`config.mk`:
```
export PLATFORM = sky130hd
export DESIGN_NAME = bin_onehot_pipe_flat
export DESIGN_NICKNAME = d
export VERILOG_FILES = /design/src/rtl/bin_onehot_pipe_if.sv /design/src/rtl/bin_onehot_pipe.sv /design/src/flat_wrapper.sv
export SDC_FILE = /design/constraint.sdc
export NUM_CORES = 1
export LEC_CHECK = 0
export CORE_MARGIN = 2
export CORE_UTILIZATION = 54
export DETAILED_ROUTE_END_ITERATION = 10
export PLACE_DENSITY = 0.89
export SETUP_SLACK_MARGIN = 0.4
export SYNTH_ARGS = -nofsm -noshare
export SYNTH_HDL_FRONTEND = slang
export SYNTH_SLANG_ARGS = --single-unit
```
`constraint.sdc`:
```
create_clock -name clk -period 7.8 [get_ports clk]
set_input_delay 1.56 -clock clk [delete_from_list [all_inputs] [get_ports clk]]
set_output_delay 1.56 -clock clk [all_outputs]
set_load 0.01 [all_outputs]
```
`src/rtl/bin_onehot_pipe_if.sv`:
```
// bin_onehot_pipe_if: handshake bundle for bin_onehot_pipe.
//   Input side : in_valid/in_ready with in_mode, in_bin, in_onehot operands.
//   Output side: out_valid/out_ready with out_bin, out_onehot, out_err results.
//   Status     : err_count, saturating count of erroneous results delivered.
// slave modport is the converter; master modport is the producer/consumer.
interface bin_onehot_pipe_if #(
  parameter int BIN_WIDTH    = 4,
  parameter int ONEHOT_WIDTH = 16
);
  logic                    in_valid;
  logic                    in_ready;
  logic [1:0]              in_mode;
  logic [BIN_WIDTH-1:0]    in_bin;
  logic [ONEHOT_WIDTH-1:0] in_onehot;
  logic                    out_valid;
  logic                    out_ready;
  logic [BIN_WIDTH-1:0]    out_bin;
  logic [ONEHOT_WIDTH-1:0] out_onehot;
  logic                    out_err;
  logic [15:0]             err_count;

  modport slave (
    input  in_valid, in_mode, in_bin, in_onehot, out_ready,
    output in_ready, out_valid, out_bin, out_onehot, out_err, err_count
  );

  modport master (
    output in_valid, in_mode, in_bin, in_onehot, out_ready,
    input  in_ready, out_valid, out_bin, out_onehot, out_err, err_count
  );
endinterface

```
`src/rtl/bin_onehot_pipe.sv`:
```
// bin_onehot_pipe: pipelined binary/one-hot/thermometer converter with a
// valid/ready handshake and a 2-entry output store (output register + skid).
//   clk : sole clock, rising edge.
//   rst : synchronous, active-low reset.
//   bus : bin_onehot_pipe_if.slave carrying the in_*/out_* handshakes and
//         the saturating err_count.
// Modes: 00 decode, 01 encode (lowest set bit), 10 thermometer, 11 reserved.
module bin_onehot_pipe #(
  parameter int BIN_WIDTH    = 4,
  parameter int ONEHOT_WIDTH = 16
) (
  input logic              clk,
  input logic              rst,
  bin_onehot_pipe_if.slave bus
);

  localparam logic [1:0]  MODE_DEC   = 2'b00;
  localparam logic [1:0]  MODE_ENC   = 2'b01;
  localparam logic [1:0]  MODE_THERM = 2'b10;
  localparam logic [15:0] ERR_MAX    = 16'hFFFF;

  logic                    accept_s;
  logic                    deliver_s;
  logic [31:0]             bin_ext_s;
  logic [31:0]             pop_s;
  logic [BIN_WIDTH-1:0]    low_idx_s;
  logic [BIN_WIDTH-1:0]    res_bin_s;
  logic [ONEHOT_WIDTH-1:0] res_onehot_s;
  logic                    res_err_s;

  logic                    out_valid_q, out_valid_d;
  logic [BIN_WIDTH-1:0]    out_bin_q, out_bin_d;
  logic [ONEHOT_WIDTH-1:0] out_onehot_q, out_onehot_d;
  logic                    out_err_q, out_err_d;
  logic                    skid_valid_q, skid_valid_d;
  logic [BIN_WIDTH-1:0]    skid_bin_q, skid_bin_d;
  logic [ONEHOT_WIDTH-1:0] skid_onehot_q, skid_onehot_d;
  logic                    skid_err_q, skid_err_d;
  logic                    in_ready_q, in_ready_d;
  logic [15:0]             err_count_q, err_count_d;

  assign accept_s  = bus.in_valid && in_ready_q;
  assign deliver_s = out_valid_q && bus.out_ready;

  // Combinational conversion of the operands currently on the input side.
  always_comb begin
    bin_ext_s    = 32'(bus.in_bin);
    pop_s        = 32'd0;
    low_idx_s    = '0;
    res_bin_s    = '0;
    res_onehot_s = '0;
    res_err_s    = 1'b0;
    // Scanning downwards leaves the lowest set index in low_idx_s.
    for (int i = ONEHOT_WIDTH - 1; i >= 0; i--) begin
      pop_s     = pop_s + {31'd0, bus.in_onehot[i]};
      low_idx_s = bus.in_onehot[i] ? BIN_WIDTH'(i) : low_idx_s;
    end
    case (bus.in_mode)
      MODE_DEC: begin
        // Out-of-range codes match no bit, so the vector is naturally zero.
        for (int i = 0; i < ONEHOT_WIDTH; i++) begin
          res_onehot_s[i] = (bin_ext_s == 32'(i));
        end
        res_bin_s = bus.in_bin;
        res_err_s = (bin_ext_s >= 32'(ONEHOT_WIDTH));
      end
      MODE_ENC: begin
        res_onehot_s = bus.in_onehot;
        res_bin_s    = low_idx_s;
        res_err_s    = (pop_s != 32'd1);
      end
      MODE_THERM: begin
        // Out-of-range codes satisfy every comparison, giving all ones.
        for (int i = 0; i < ONEHOT_WIDTH; i++) begin
          res_onehot_s[i] = (32'(i) <= bin_ext_s);
        end
        res_bin_s = bus.in_bin;
        res_err_s = (bin_ext_s >= 32'(ONEHOT_WIDTH));
      end
      default: begin
        res_bin_s    = '0;
        res_onehot_s = '0;
        res_err_s    = 1'b1;
      end
    endcase
  end

  // Next-state of the output register, skid register, ready and error count.
  always_comb begin
    out_valid_d   = out_valid_q;
    out_bin_d     = out_bin_q;
    out_onehot_d  = out_onehot_q;
    out_err_d     = out_err_q;
    skid_valid_d  = skid_valid_q;
    skid_bin_d    = skid_bin_q;
    skid_onehot_d = skid_onehot_q;
    skid_err_d    = skid_err_q;
    if (!out_valid_q || deliver_s) begin
      // Output slot frees up: the older skid entry always goes first.
      // An accept cannot coincide with a full skid because in_ready is low.
      if (skid_valid_q) begin
        out_valid_d  = 1'b1;
        out_bin_d    = skid_bin_q;
        out_onehot_d = skid_onehot_q;
        out_err_d    = skid_err_q;
        skid_valid_d = 1'b0;
      end else if (accept_s) begin
        out_valid_d  = 1'b1;
        out_bin_d    = res_bin_s;
        out_onehot_d = res_onehot_s;
        out_err_d    = res_err_s;
      end else begin
        out_valid_d  = 1'b0;
      end
    end else begin
      if (accept_s) begin
        skid_valid_d  = 1'b1;
        skid_bin_d    = res_bin_s;
        skid_onehot_d = res_onehot_s;
        skid_err_d    = res_err_s;
      end else begin
        skid_valid_d  = skid_valid_q;
      end
    end
    in_ready_d = !skid_valid_d;
    if (deliver_s && out_err_q && (err_count_q != ERR_MAX)) begin
      err_count_d = err_count_q + 16'd1;
    end else begin
      err_count_d = err_count_q;
    end
  end

  // State registers with synchronous active-low reset.
  always_ff @(posedge clk) begin
    if (!rst) begin
      out_valid_q   <= 1'b0;
      out_bin_q     <= '0;
      out_onehot_q  <= '0;
      out_err_q     <= 1'b0;
      skid_valid_q  <= 1'b0;
      skid_bin_q    <= '0;
      skid_onehot_q <= '0;
      skid_err_q    <= 1'b0;
      in_ready_q    <= 1'b0;
      err_count_q   <= 16'd0;
    end else begin
      out_valid_q   <= out_valid_d;
      out_bin_q     <= out_bin_d;
      out_onehot_q  <= out_onehot_d;
      out_err_q     <= out_err_d;
      skid_valid_q  <= skid_valid_d;
      skid_bin_q    <= skid_bin_d;
      skid_onehot_q <= skid_onehot_d;
      skid_err_q    <= skid_err_d;
      in_ready_q    <= in_ready_d;
      err_count_q   <= err_count_d;
    end
  end

  assign bus.in_ready   = in_ready_q;
  assign bus.out_valid  = out_valid_q;
  assign bus.out_bin    = out_bin_q;
  assign bus.out_onehot = out_onehot_q;
  assign bus.out_err    = out_err_q;
  assign bus.err_count  = err_count_q;

endmodule

```
`src/flat_wrapper.sv`:
```
// flat-port wrapper written by rule: the top's interface ports become plain ports
module bin_onehot_pipe_flat 
#(
  parameter int BIN_WIDTH    = 4,
  parameter int ONEHOT_WIDTH = 16
)
  (clk, rst, bus_in_valid, bus_in_mode, bus_in_bin, bus_in_onehot, bus_out_ready, bus_in_ready, bus_out_valid, bus_out_bin, bus_out_onehot, bus_out_err, bus_err_count);
  bin_onehot_pipe_if #(.BIN_WIDTH(BIN_WIDTH), .ONEHOT_WIDTH(ONEHOT_WIDTH)) bus_i ();
  input logic clk;
  input logic rst;
  input wire logic [$bits(bus_i.in_valid)-1:0] bus_in_valid;
  input wire logic [$bits(bus_i.in_mode)-1:0] bus_in_mode;
  input wire logic [$bits(bus_i.in_bin)-1:0] bus_in_bin;
  input wire logic [$bits(bus_i.in_onehot)-1:0] bus_in_onehot;
  input wire logic [$bits(bus_i.out_ready)-1:0] bus_out_ready;
  output wire logic [$bits(bus_i.in_ready)-1:0] bus_in_ready;
  output wire logic [$bits(bus_i.out_valid)-1:0] bus_out_valid;
  output wire logic [$bits(bus_i.out_bin)-1:0] bus_out_bin;
  output wire logic [$bits(bus_i.out_onehot)-1:0] bus_out_onehot;
  output wire logic [$bits(bus_i.out_err)-1:0] bus_out_err;
  output wire logic [$bits(bus_i.err_count)-1:0] bus_err_count;
  assign bus_i.in_valid = bus_in_valid;
  assign bus_i.in_mode = bus_in_mode;
  assign bus_i.in_bin = bus_in_bin;
  assign bus_i.in_onehot = bus_in_onehot;
  assign bus_i.out_ready = bus_out_ready;
  assign bus_in_ready = bus_i.in_ready;
  assign bus_out_valid = bus_i.out_valid;
  assign bus_out_bin = bus_i.out_bin;
  assign bus_out_onehot = bus_i.out_onehot;
  assign bus_out_err = bus_i.out_err;
  assign bus_err_count = bus_i.err_count;
  bin_onehot_pipe #(.BIN_WIDTH(BIN_WIDTH), .ONEHOT_WIDTH(ONEHOT_WIDTH)) u_core (.clk(clk), .rst(rst), .bus(bus_i));
endmodule
```
==> impl_results.md <==
* Outcome: completed
* Gate power share at 20.8%
* Sequential area share after synthesis at 34.3%
* Reg2reg start: u_core.skid_valid_q
* Critical Path End: u_core.skid_err_q
* Crit. Startpoint: bus_in_onehot[15]
* Boundary Pins at 65
* Post-cts hold buffer count at 0
* Initial DRC Count at 271
* Post-synthesis register bit count at 61
* Sequential Power Share at 40.9%
* Cells along the critical path: clkdlybuf4s50_1 > inv_1 > ha_1 > inv_1 > fa_1 > inv_1 > fa_1 > fa_1 > inv_1 > fa_1 > inv_1 > fa_1 > fa_1 > nor4b_1 > o211ai_1 > nand2_1 > o31ai_1
* Die Area at 7250 um^2
* Non-filler instance count after layout at 575
* Period minus WS final at 5.81 ns
* Total wire length at 9430 um
* Commonest non-fill, non-tap cell in the layout: clkdlybuf4s50_1
* Final setup viols at 0
* Clock sink count at 61
* Skew final at 0.0105 ns
* Largest net degree at the start of global routing at 46
* Layout Cell Area excl Fill at 4380 um^2
* RR Endpoint: u_core.bus.out_bin[2]
* LEAKAGE at 0.00159 uW
* Ant diodes at 0
* Cell Area, Placed at 4180 um^2
* Mapped Cells at 446
* CORE AREA at 6350 um^2
* Avg WL per Cell at 16.4 um
* CTS tree: yes
* CP Launch Type: input pin
* FP Rows at 29
* Drt pass-1 iters at 5
* Setup tns final at 0 ns
* Placed cells at 559
* RSZ-0062 raised after global routing: no
* Total power at 789 uW
* Vias in the first global route at 3279
* Worst hold slack at 0.454 ns
* PostCTS Resize Cnt at 0
* Cell area after synthesis at 3560 um^2
* Detail Route Antenna Nets at 0
* Asr flop ratio synth at 0%
* CP arrival at 6.01 ns
* Buf/Inv on CP at 6
* P&R area growth vs syn at 23.2%
* Switching share of power at 28.1%
* Routed via count at 3483
* Reg2Reg Depth at 4
* Clock transition at path regs at 0.06 ns
* Crit end category: flip-flop
* Syn_nets at 490
* Proportion of layout cells with a drive suffix above 1 at 6.22%
* Clock root buffer: clkbuf_8
* Layout net count at 537
* Die Ht at 85.2 um
* Final hold vios at 0
* Internal power at 568 uW
* Clock latency on the worst-skew pair at 0.34 ns
* Slew HR at 30.1%
* Worst Tran Pin Value at 1.05 ns
* Avg Cell Area, Syn at 7.98 um^2
* Maxcap violations at 0
* Critical Path RT at 8.00 ns
* Fmax at 172 MHz
* R2R Setup Slk at 5.40 ns
* Psw at 222 uW
* First-pass GRT wire length at 15600 um
* TritonCTS Buffers at 9
* Setup Crit Path Kind: input pin to flip-flop
* Post-synth EDFFs at 0
* Fin. max-slew vios at 0
* Tcrit/Tclk final at 74.5%
* CTS Buffer Depth at 2
* HP Class: flip-flop to flip-flop
* Die W at 85.2 um
* Crit path max-delay family: adder cells
* Power Dens Cells at 180 nW/um^2
* Most frequent CP cell: fa_1
* Routability cong. at 0.936
* DR DRC count at 0
* Synth Warn # at 0
* Vias per cell at 6.06
* Starting density of the core at 56.0%
* HPWL after detailed placement at 6770 um
* H-Tree Depth at 3
* Initial antenna violation count at 0
* CP max stage delay at 0.55 ns
* Main flop type after synthesis: dfxtp_1
* Post-synth cell types at 57
* Total GRT Usage at 26.6%
* CP max-delay cell: clkdlybuf4s50_1
* Crit path max fanout at 4
* Grt ovf at 0
* Commonest non-fill, non-tap cells in the layout: 64 x clkdlybuf4s50_1, 61 x dfxtp_1, 51 x nor2_1
* IO buf count at 64
* Max VDD drop at 0.000111 V
* Critical path depth at 17
* Post-CTS Setup Bufs at 0
* HP Start: u_core.bus.out_onehot[3]
* Clock share of power at 38.3%
synthesized netlist by cell type (8+ instances only):
cell,number,area share (%)
nand3_1,30,4.2
o31ai_1,9,1.9
o21ai_0,29,4.1
o211ai_1,8,1.7
nor2_1,51,5.4
buf_2,12,1.7
nor3_1,8,1.1
clkbuf_1,15,1.6
a21oi_1,26,3.7
inv_1,25,2.6
dfxtp_1,61,34
fa_1,10,5.6
nand2_1,40,4.2
ha_1,8,2.8
a211oi_1,8,1.7
state kept, by name, summed over array words and instances (netlist names):
| name | count |
|---|---|
| u_core.bus.err_count | 16 |
| u_core.bus.in_ready | 1 |
| u_core.bus.out_bin | 4 |
| u_core.bus.out_err | 1 |
| u_core.bus.out_onehot | 16 |
| u_core.bus.out_valid | 1 |
| u_core.skid_bin_q | 4 |
| u_core.skid_err_q | 1 |
| u_core.skid_onehot_q | 16 |
| u_core.skid_valid_q | 1 |
worst reg2reg max path: stages (launching register included):
cell and delay [ns]:
dfxtp_1 1.00, a21oi_1 0.24, or2_2 0.59, a311o_1 0.45
nand2_1 0.08
kinds of logic after synthesis:
kind of cell	share of synthesized area, %
adders and majority gates	8.44
and+or+nand+nor	25.5
xor gates and xnor gates	2.22
AOI/OAI and AO/OA	21.3
muxes	2.04
DFF	34.3
buffers and inverters	6.23
per-stage QoR:
step,setup slack [ns],utilization [%]
6_report,1.99,69.0
5_1_grt,1.77,69.0
4_1_cts,2.01,69.0
3_5_place_dp,1.68,65.8
3_3_place_gp,1.76,65.8
2_1_floorplan,2.39,-
final cells by class:
| type | instances | area (um^2) |
|---|---|---|
| fillers | 527 | 1970 |
| well taps | 77 | 96.3 |
| clock buffers | 11 | 131 |
| repair buffers | 65 | 648 |
| flip-flops and latches | 61 | 1220 |
| multi-input cells | 330 | 2110 |
| clock inverters | 5 | 75.1 |
| inverters | 26 | 97.6 |
routing by layer:
layer | wire [um] | GRT usage, % | vias up
met2 | 4570 | 44.0 | 156
met1 | 3970 | 34.2 | 1641
met4 | 242 | 10.4 | 0
met3 | 642 | 5.54 | 19
li1 | - | - | 1667
met5 | 0 | 0 | -
power groups by stage:
stage,registers (uW),clock network [uW],logic [uW]
2_1_floorplan,331,0,105
3_3_place_gp,329,0,153
3_5_place_dp,329,0,163
4_1_cts,322,303,164
5_1_grt,323,318,191
6_report,323,303,164
worst min path at each step:
stage	to	slack, ns	cells after the start
2_1_floorplan	u_core.skid_onehot_q[3]	0.43	2
3_3_place_gp	u_core.skid_onehot_q[3]	0.44	2
3_5_place_dp	u_core.skid_onehot_q[5]	0.44	2
4_1_cts	u_core.skid_onehot_q[3]	0.45	2
5_1_grt	u_core.skid_onehot_q[3]	0.47	2
6_report	u_core.bus.out_onehot[3]	0.45	2
No activity file was read; power rests on OpenSTA's default activity.
